**src/rtl/branch_feedback_queue.sv**
```systemverilog
// In-order branch feedback queue: holds per-branch prediction metadata, owns the speculative GHR, drives predictor updates (BFQ_PC_CHECK_EN adds resolved-PC check).
// Latency: update/mispredict strobes are registered, one cycle after the resolve.
// Backpressure: pred_ready_o drops when DEPTH entries are held; a same-cycle pop does not free a slot.
module branch_feedback_queue #(
   parameter int DEPTH      = 8,
   parameter int GHR_WIDTH  = 16,
   parameter int META_WIDTH = 16,
   parameter int PC_WIDTH   = 32
) (
   input  logic                    clk,
   input  logic                    rst_n,
   input  logic                    pred_valid_i,
   output logic                    pred_ready_o,
   input  logic [PC_WIDTH-1:0]     pred_pc_i,
   input  logic                    pred_taken_i,
   input  logic [META_WIDTH-1:0]   pred_meta_i,
   input  logic                    res_valid_i,
   input  logic                    res_taken_i,
   input  logic [PC_WIDTH-1:0]     res_pc_i,
   input  logic                    flush_i,
   output logic [GHR_WIDTH-1:0]    ghr_o,
   output logic                    upd_valid_o,
   output logic                    upd_taken_o,
   output logic [META_WIDTH-1:0]   upd_meta_o,
   output logic [PC_WIDTH-1:0]     upd_pc_o,
   output logic                    mispredict_o,
   output logic [$clog2(DEPTH):0]  count_o,
   output logic                    pc_mismatch_o
);

   localparam int PTR_W = $clog2(DEPTH);
   localparam int CNT_W = PTR_W + 1;
   localparam logic [CNT_W-1:0] FULL = CNT_W'(DEPTH);

   typedef struct packed {
      logic [PC_WIDTH-1:0]   pc;
      logic                  taken;
      logic [META_WIDTH-1:0] meta;
      logic [GHR_WIDTH-1:0]  snap;
   } entry_t;

   entry_t           mem [DEPTH];
   entry_t           head;
   logic [PTR_W-1:0] head_ptr;
   logic [PTR_W-1:0] tail_ptr;
   logic             push;
   logic             pop;
   logic             dir_miss;
   logic             pc_miss;
   logic             mispred;
   logic             wr_en;

   assign pred_ready_o = (count_o < FULL);
   assign push         = pred_valid_i & pred_ready_o;
   assign pop          = res_valid_i & (count_o != '0);
   assign head         = mem[head_ptr];
   assign dir_miss     = pop & (res_taken_i != head.taken);

`ifdef BFQ_PC_CHECK_EN
   assign pc_miss = pop & (res_pc_i != head.pc);
`else
   logic unused_res_pc;
   assign unused_res_pc = ^res_pc_i;
   assign pc_miss       = 1'b0;
`endif

   // A wrong PC is treated like a wrong direction: everything younger is wrong-path.
   assign mispred = dir_miss | pc_miss;
   assign wr_en   = push & ~flush_i & ~mispred;

   always_ff @(posedge clk) begin
      if (wr_en) begin
         mem[tail_ptr] <= '{pc: pred_pc_i, taken: pred_taken_i, meta: pred_meta_i, snap: ghr_o};
      end
   end

   always_ff @(posedge clk or negedge rst_n) begin
      if (!rst_n) begin
         head_ptr <= '0;
         tail_ptr <= '0;
         count_o  <= '0;
         ghr_o    <= '0;
      end else if (flush_i) begin
         head_ptr <= '0;
         tail_ptr <= '0;
         count_o  <= '0;
         if (count_o != '0) begin
            ghr_o <= head.snap;
         end
      end else if (mispred) begin
         head_ptr <= '0;
         tail_ptr <= '0;
         count_o  <= '0;
         ghr_o    <= {head.snap[GHR_WIDTH-2:0], res_taken_i};
      end else begin
         if (pop) begin
            head_ptr <= head_ptr + 1'b1;
         end
         if (push) begin
            tail_ptr <= tail_ptr + 1'b1;
            ghr_o    <= {ghr_o[GHR_WIDTH-2:0], pred_taken_i};
         end
         if (push && !pop) begin
            count_o <= count_o + 1'b1;
         end else if (pop && !push) begin
            count_o <= count_o - 1'b1;
         end
      end
   end

   // Update strobes report every pop, including one that coincides with a flush.
   always_ff @(posedge clk or negedge rst_n) begin
      if (!rst_n) begin
         upd_valid_o   <= 1'b0;
         upd_taken_o   <= 1'b0;
         upd_meta_o    <= '0;
         upd_pc_o      <= '0;
         mispredict_o  <= 1'b0;
         pc_mismatch_o <= 1'b0;
      end else begin
         upd_valid_o   <= pop;
         mispredict_o  <= mispred;
         pc_mismatch_o <= pc_miss;
         if (pop) begin
            upd_taken_o <= res_taken_i;
            upd_meta_o  <= head.meta;
            upd_pc_o    <= head.pc;
         end
      end
   end

endmodule

```
**config.mk**
```make
export PLATFORM = sky130hd
export DESIGN_NAME = branch_feedback_queue
export DESIGN_NICKNAME = d
export VERILOG_FILES = /design/src/rtl/branch_feedback_queue.sv
export SDC_FILE = /design/constraint.sdc
export NUM_CORES = 1
export LEC_CHECK = 0
export CAP_MARGIN = 20
export CORE_MARGIN = 1
export CORE_UTILIZATION = 60
export CTS_CLUSTER_DIAMETER = 100
export DETAILED_ROUTE_END_ITERATION = 10
export HOLD_SLACK_MARGIN = 0.02
export PLACE_DENSITY = 0.92
export SYNTH_ARGS = -nofsm -noshare
export SYNTH_HDL_FRONTEND = slang
export SYNTH_SLANG_ARGS = --single-unit
```
**constraint.sdc**
```tcl
create_clock -name clk -period 20.6 [get_ports clk]
set_clock_uncertainty 0.05 [all_clocks]
set_input_delay 5.15 -clock clk [delete_from_list [all_inputs] [get_ports clk]]
set_output_delay 5.15 -clock clk [all_outputs]
set_load 0.03 [all_outputs]
```
==> flow_summary.ini, run 1 <==
[run_status]
status = completed

[logic_synthesis]
synth_most_common_cell = edfxtp_1
synth-seq-cells = 597
syn_area_sq_um = 22880
seq_area_frac_synth_pct = 76.66
avgSynthCellArea_sq_um = 20.52
synth_xor_xnor_area_share_pct = 0.3390
synth_compound_area_share_pct = 2.739
synth_top_area_share_pct = 68.24
async_flop_share_pct = 12.90
synthTopCellsByArea = edfxtp_1 (68%), mux4_2 (12%), dfrtp_1 (8.4%)
synth-simple-area-share_pct = 2.635
synthMuxAreaShare_pct = 15.81
yosysUniqueCellTypes = 45
yosys.area_share.adder_pct = 0.3609
synth_top_family_by_area = multiplexers
synth_nets = 1208
ys_warn_count = 0
synth-edff-count = 520
syn_inst = 1115
synth-main-ff-cell = edfxtp_1
ys_top_cells_by_count = edfxtp_1 (520), mux4_2 (127), dfrtp_1 (77)
synth_largest_area_cell = edfxtp_1

[timing]
finalCriticalPeriod_ns = 8.948
max_freq_ghz = 0.1118
finalSetupViolCount = 0
period_share_pct = 43.44
setup_tns_ns = 0
hold_viol_final = 0
max_slew.worst_pin.slew_ns = 1.153
slew_viol_final = 0
maxSlewHeadroom_pct = 23.02
rsz0062_at_grt = false
whs_ns = 0.4479

[global_route]
grt_start_max_net_pins = 71
grt_pass1_vias = 11909
antenna_found_initial = 1
track_usage_pct = 25.67
grt_pass1_wl_um = 72330
grt-ovfl-total = 0

[placed_design]
portBuffers = 126
post-dp-hpwl_um = 24320
routabilityCongestion = 0.7672

[routing]
ant_nets = 0
drc = 0
routed_via_density = 6.303
dr_total_vias = 11465
drt-initial-drc-count = 1151
routed_wirelength_um = 48440
wl_per_cell_um = 26.63
dr.pass1.iters = 5

[layout]
diodes = 0
area_growth_pct = 16.76
nets = 1353
layout-drive-gt1-share_pct = 21.10

[pwr]
comb_power_share_pct = 24.3
powerDensity_nw_per_um2 = 131.0
p_seq_share_pct = 45.8
pwr-share-clk_pct = 29.9
switching_power_uw = 1023
p_sw_share_pct = 29.22
power_leakage_uw = 0.008442
power.internal_uw = 2477
ir_drop_mv = 0.1241

[die]
die_w_um = 197.3
die_y_um = 197.3
start_util_pct = 60.90
core_area_sq_um = 37580
io_pins = 160
num_rows = 71
die-area_sq_um = 38920

[worst_setup_path]
crit_type = input port to flip-flop
cp_max_fo = 62
startpoint_type = input port
worstPathRequired_ns = 20.77
endpoint_kind = flip-flop
critPathArrivalTime_ns = 9.12

[clock_tree]
cts.sinks = 597
cts_buffer_depth = 3
root_buffer = clkbuf_16
holdBufCountCts = 0
htreeDepth = 2
insertion_delay_ns = 0.61
cts_buffers = 56
cts_tree = done
post_cts_buffers = 0
ctsResizeCount = 0
clk_pin_slew_worst_paths_ns = 0.06

[run]
drv_cap = 0

[min_path]
min_path_type = flip-flop to flip-flop
-- critical path: stages --
cell             delay (ns)
clkdlybuf4s50_1        0.45
o41a_2                 0.13
buf_4                  0.53
buf_4                  0.68
clkinv_1               0.45
o2111ai_1              0.89
nor2_4                 0.27
buf_4                  0.51
-- per-layer routing --
| layer | up-vias | global-route usage (%) | share of wire [%] |
|---|---|---|---|
| met5 | - | 0 | 0.027 |
| met4 | 2 | 9.331 | 2.4 |
| met3 | 104 | 4.712 | 7.5 |
| met2 | 530 | 42.61 | 51 |
| met1 | 6008 | 34.51 | 39 |
| li1 | 4821 | - | - |
-- cell usage in the layout, fill, tap and decap left out, drive strengths merged, types with 2 or more instances in the layout --
master	netlist	layout
nor3	18	18
o221ai	13	13
xnor2	4	4
nand2	27	27
nand3	2	2
mux4	127	127
mux2i	64	64
dfrtp	77	77
ha	5	5
o21ai	4	4
edfxtp	520	520
bufinv	0	6
clkdlybuf4s50	0	125
a21oi	55	55
nor2	66	66
inv	6	6
or3	2	2
nand2b	5	5
o211ai	2	2
or2	13	13
clkinv	1	19
buf	34	26
clkbuf	30	81
a31oi	15	15
xor2	4	4
nor2b	2	2
mux2	9	9
-- cell type report --
type                    count  area, sq um
clock buffers              81         1608
fillers                  2134        10860
flip-flops and latches    597        17550
clock inverters            25        284.0
multi-input cells         447         5069
repair buffers            151         1539
inverters                   7        26.28
well taps                 511        639.4
-- per-stage QoR --
step / utilization, % / cell area (sq um) / worst slack, ns / power (uW) / std cells
floorplan: - / 22880 / 9.361 / 2162 / 1115
global placement: 65.72 / 24700 / 11.24 / 2422 / 1708
detailed placement: 65.72 / 24700 / 11.07 / 2458 / 1708
CTS: 70.76 / 26590 / 11.63 / 3516 / 1814
global route: 71.10 / 26720 / 11.41 / 3627 / 1819
finish: 71.10 / 26720 / 11.65 / 3499 / 1819
-- state kept, by name, summed over array words and instances (netlist names), 3 cells and up --
name / flops
mem: 520
tail_ptr: 3
head_ptr: 3
upd_meta_o: 16
upd_pc_o: 32
count_o: 4
ghr_o: 16
-- logic make-up after synthesis --
group,Yosys count
fa+ha+maj,6
simple gates,137
other cells,1
mux,200
compound gates,95
buf+inv,71
flops,597
xor+xnor,8
-- power groups by stage --
stage               clock network, uW  logic (uW)  registers, uW
floorplan                           0         468           1690
global placement                    0         814           1610
detailed placement                  0         838           1620
CTS                              1060         852           1600
global route                     1110         906           1610
finish                           1050         851           1600
-- final timing paths --
check | start | depth (start not counted) | to | slack, ns
setup / recovery | res_valid_i | 8 | mem[5][51] | 11.65
hold / removal | upd_taken_o | 2 | upd_taken_o | 0.45
setup reg to reg | head_ptr[0] | 8 | mem[6][51] | 14.80
hold reg to reg | upd_taken_o | 2 | upd_taken_o | 0.45
max in group asynchronous | rst_n | 2 | head_ptr[0] | 14.78
min in group asynchronous | rst_n | 1 | count_o[2] | 4.41
Power figures use the tool's default switching activity.
==> run 2: changes to the inputs <==
--- a/config.mk
+++ b/config.mk
@@ -7,11 +7,11 @@
 export LEC_CHECK = 0
 export CAP_MARGIN = 20
 export CORE_MARGIN = 1
-export CORE_UTILIZATION = 60
+export CORE_UTILIZATION = 58
 export CTS_CLUSTER_DIAMETER = 100
 export DETAILED_ROUTE_END_ITERATION = 10
 export HOLD_SLACK_MARGIN = 0.02
-export PLACE_DENSITY = 0.92
+export PLACE_DENSITY = 0.9
 export SYNTH_ARGS = -nofsm -noshare
 export SYNTH_HDL_FRONTEND = slang
 export SYNTH_SLANG_ARGS = --single-unit
==> constraint.sdc (replaced) <==
create_clock -name clk -period 8.95 [get_ports clk]
set_clock_uncertainty 0.05 [all_clocks]
set_input_delay 2.2375 -clock clk [delete_from_list [all_inputs] [get_ports clk]]
set_output_delay 2.2375 -clock clk [all_outputs]
set_load 0.03 [all_outputs]
==> flow_summary.ini, run 2 (synthesized netlist as in run 1, its figures left out) <==
[routing]
dr.pass1.iters = 5
ant_nets = 0
dr_total_vias = 11428
drc = 0
wl_per_cell_um = 27.86
routed_via_density = 6.293
routed_wirelength_um = 50590
drt-initial-drc-count = 1239

[timing]
hold_viol_final = 0
finalCriticalPeriod_ns = 5.705
rsz0062_at_grt = false
maxSlewHeadroom_pct = 23.60
final.setup.worst_slack_ns = 3.245
finalSetupViolCount = 0
slew_viol_final = 0
setup_tns_ns = 0
max_freq_ghz = 0.1753
max_slew.worst_pin.slew_ns = 1.140
whs_ns = 0.4307
period_share_pct = 63.74

[worst_setup_path]
worstPathRequired_ns = 9.12
critPathArrivalTime_ns = 5.88
cp-startpoint = res_valid_i
rr_worst_depth = 6
max_stage_delay_ns = 0.93
r2r-start = head_ptr[0]
endpoint_kind = flip-flop
cp_max_fo = 57
ff2ff_setup_slack_ns = 3.56
r2r_end = mem[7][55]
slowest_stage = nor3_2
crit_chain = clkdlybuf4s50_1, o41a_2, nand2_1, mux2i_4, buf_4, or4b_1, nor3_2, buf_12
crit_type = input port to flip-flop
endpoint = mem[0][49]
startpoint_type = input port

[die]
io_pins = 160
die_w_um = 200.6
start_util_pct = 59.07
core_area_sq_um = 38740
num_rows = 72
die_y_um = 200.6
die-area_sq_um = 40250

[layout]
largestRegisters = mem x520, upd_pc_o x32
top_register = mem
nets = 1343
n_fill_cell = 2283
largest_register_ffs = 520
layout-drive-gt1-share_pct = 20.83
most-common-layout-cells = edfxtp_1 (520), mux4_2 (127), clkdlybuf4s50_1 (125)
fin_cells = 1816
area_growth_pct = 15.80
final_common_cell = edfxtp_1

[placed_design]
post-dp-hpwl_um = 24800
routabilityCongestion = 0.7212
dp.cells = 1711
portBuffers = 126
dp_slack_ns = 2.368

[clock_tree]
holdBufCountCts = 0
htreeDepth = 2
cts_buffer_depth = 3
cts_buffers = 54
ctsResizeCount = 0
post_cts_buffers = 0
insertion_delay_ns = 0.58
cts.sinks = 597
root_buffer = clkbuf_16
cts_tree = done
clk_pin_slew_worst_paths_ns = 0.07

[global_route]
grt_start_max_net_pins = 73
grt_pass1_wl_um = 75330
grt-ovfl-total = 0
antenna_found_initial = 2
track_usage_pct = 25.33
grt_pass1_vias = 12239

[min_path]
min_path_type = flip-flop to flip-flop

[run_status]
status = completed

[run]
drv_cap = 0

[pwr]
ir_drop_mv = 0.2297
total_power_uw = 7968
powerDensity_nw_per_um2 = 300.7
power_leakage_uw = 0.008345
run 2: final cells by class:
| cell class | instances | area, sq um | share of cell area, % |
|---|---|---|---|
| repair buffers | 143 | 1405 | 5.302 |
| multi-input cells | 447 | 5069 | 19.13 |
| flip-flops and latches | 597 | 17550 | 66.24 |
| diodes | 2 | 5.005 | 0.01889 |
| well taps | 518 | 648.1 | 2.446 |
| inverters | 7 | 26.28 | 0.09915 |
| clock buffers | 72 | 1543 | 5.822 |
| clock inverters | 30 | 250.2 | 0.9443 |
run 2: how the worst min path moves through the flow:
stage / start / to / slack, ns / cells after the start
2_1_floorplan: tail_ptr[0] / tail_ptr[0] / 0.50 / 2
3_3_place_gp: upd_taken_o / upd_taken_o / 0.45 / 2
3_5_place_dp: upd_taken_o / upd_taken_o / 0.42 / 2
4_1_cts: upd_taken_o / upd_taken_o / 0.44 / 2
5_1_grt: upd_taken_o / upd_taken_o / 0.46 / 2
6_report: upd_taken_o / upd_taken_o / 0.43 / 2
run 2: layer usage:
layer  vias up  part of all wire (%)  global-route usage [%]
met5         -                     0                       0
met4         0                   3.1                   9.406
met3       115                   7.9                   4.659
met2       665                    52                   42.27
met1      5870                    37                   33.74
li1       4778                     -                       -
run 2: through the flow:
step | cell area (sq um) | utilization (%)
global placement | 24690 | 63.73
global route | 26500 | 68.41
finish | 26500 | 68.41
detailed placement | 24690 | 63.73
floorplan | 22880 | -
CTS | 26480 | 68.36
run 2: power by group:
part           internal (uW)  switching, uW  leakage, uW
logic                    887           1060      0.00189
registers               3380            320      0.00556
clock network           1330            998     0.000893
total                   5590           2380      0.00834
run 2: critical path: cells and delay by family:
kind                   cells  cell delay [ns]
muxes                      1             0.09
buffers and inverters      3             1.08
AOI/OAI and AO/OA          1             0.44
and+or+nand+nor            3             1.95
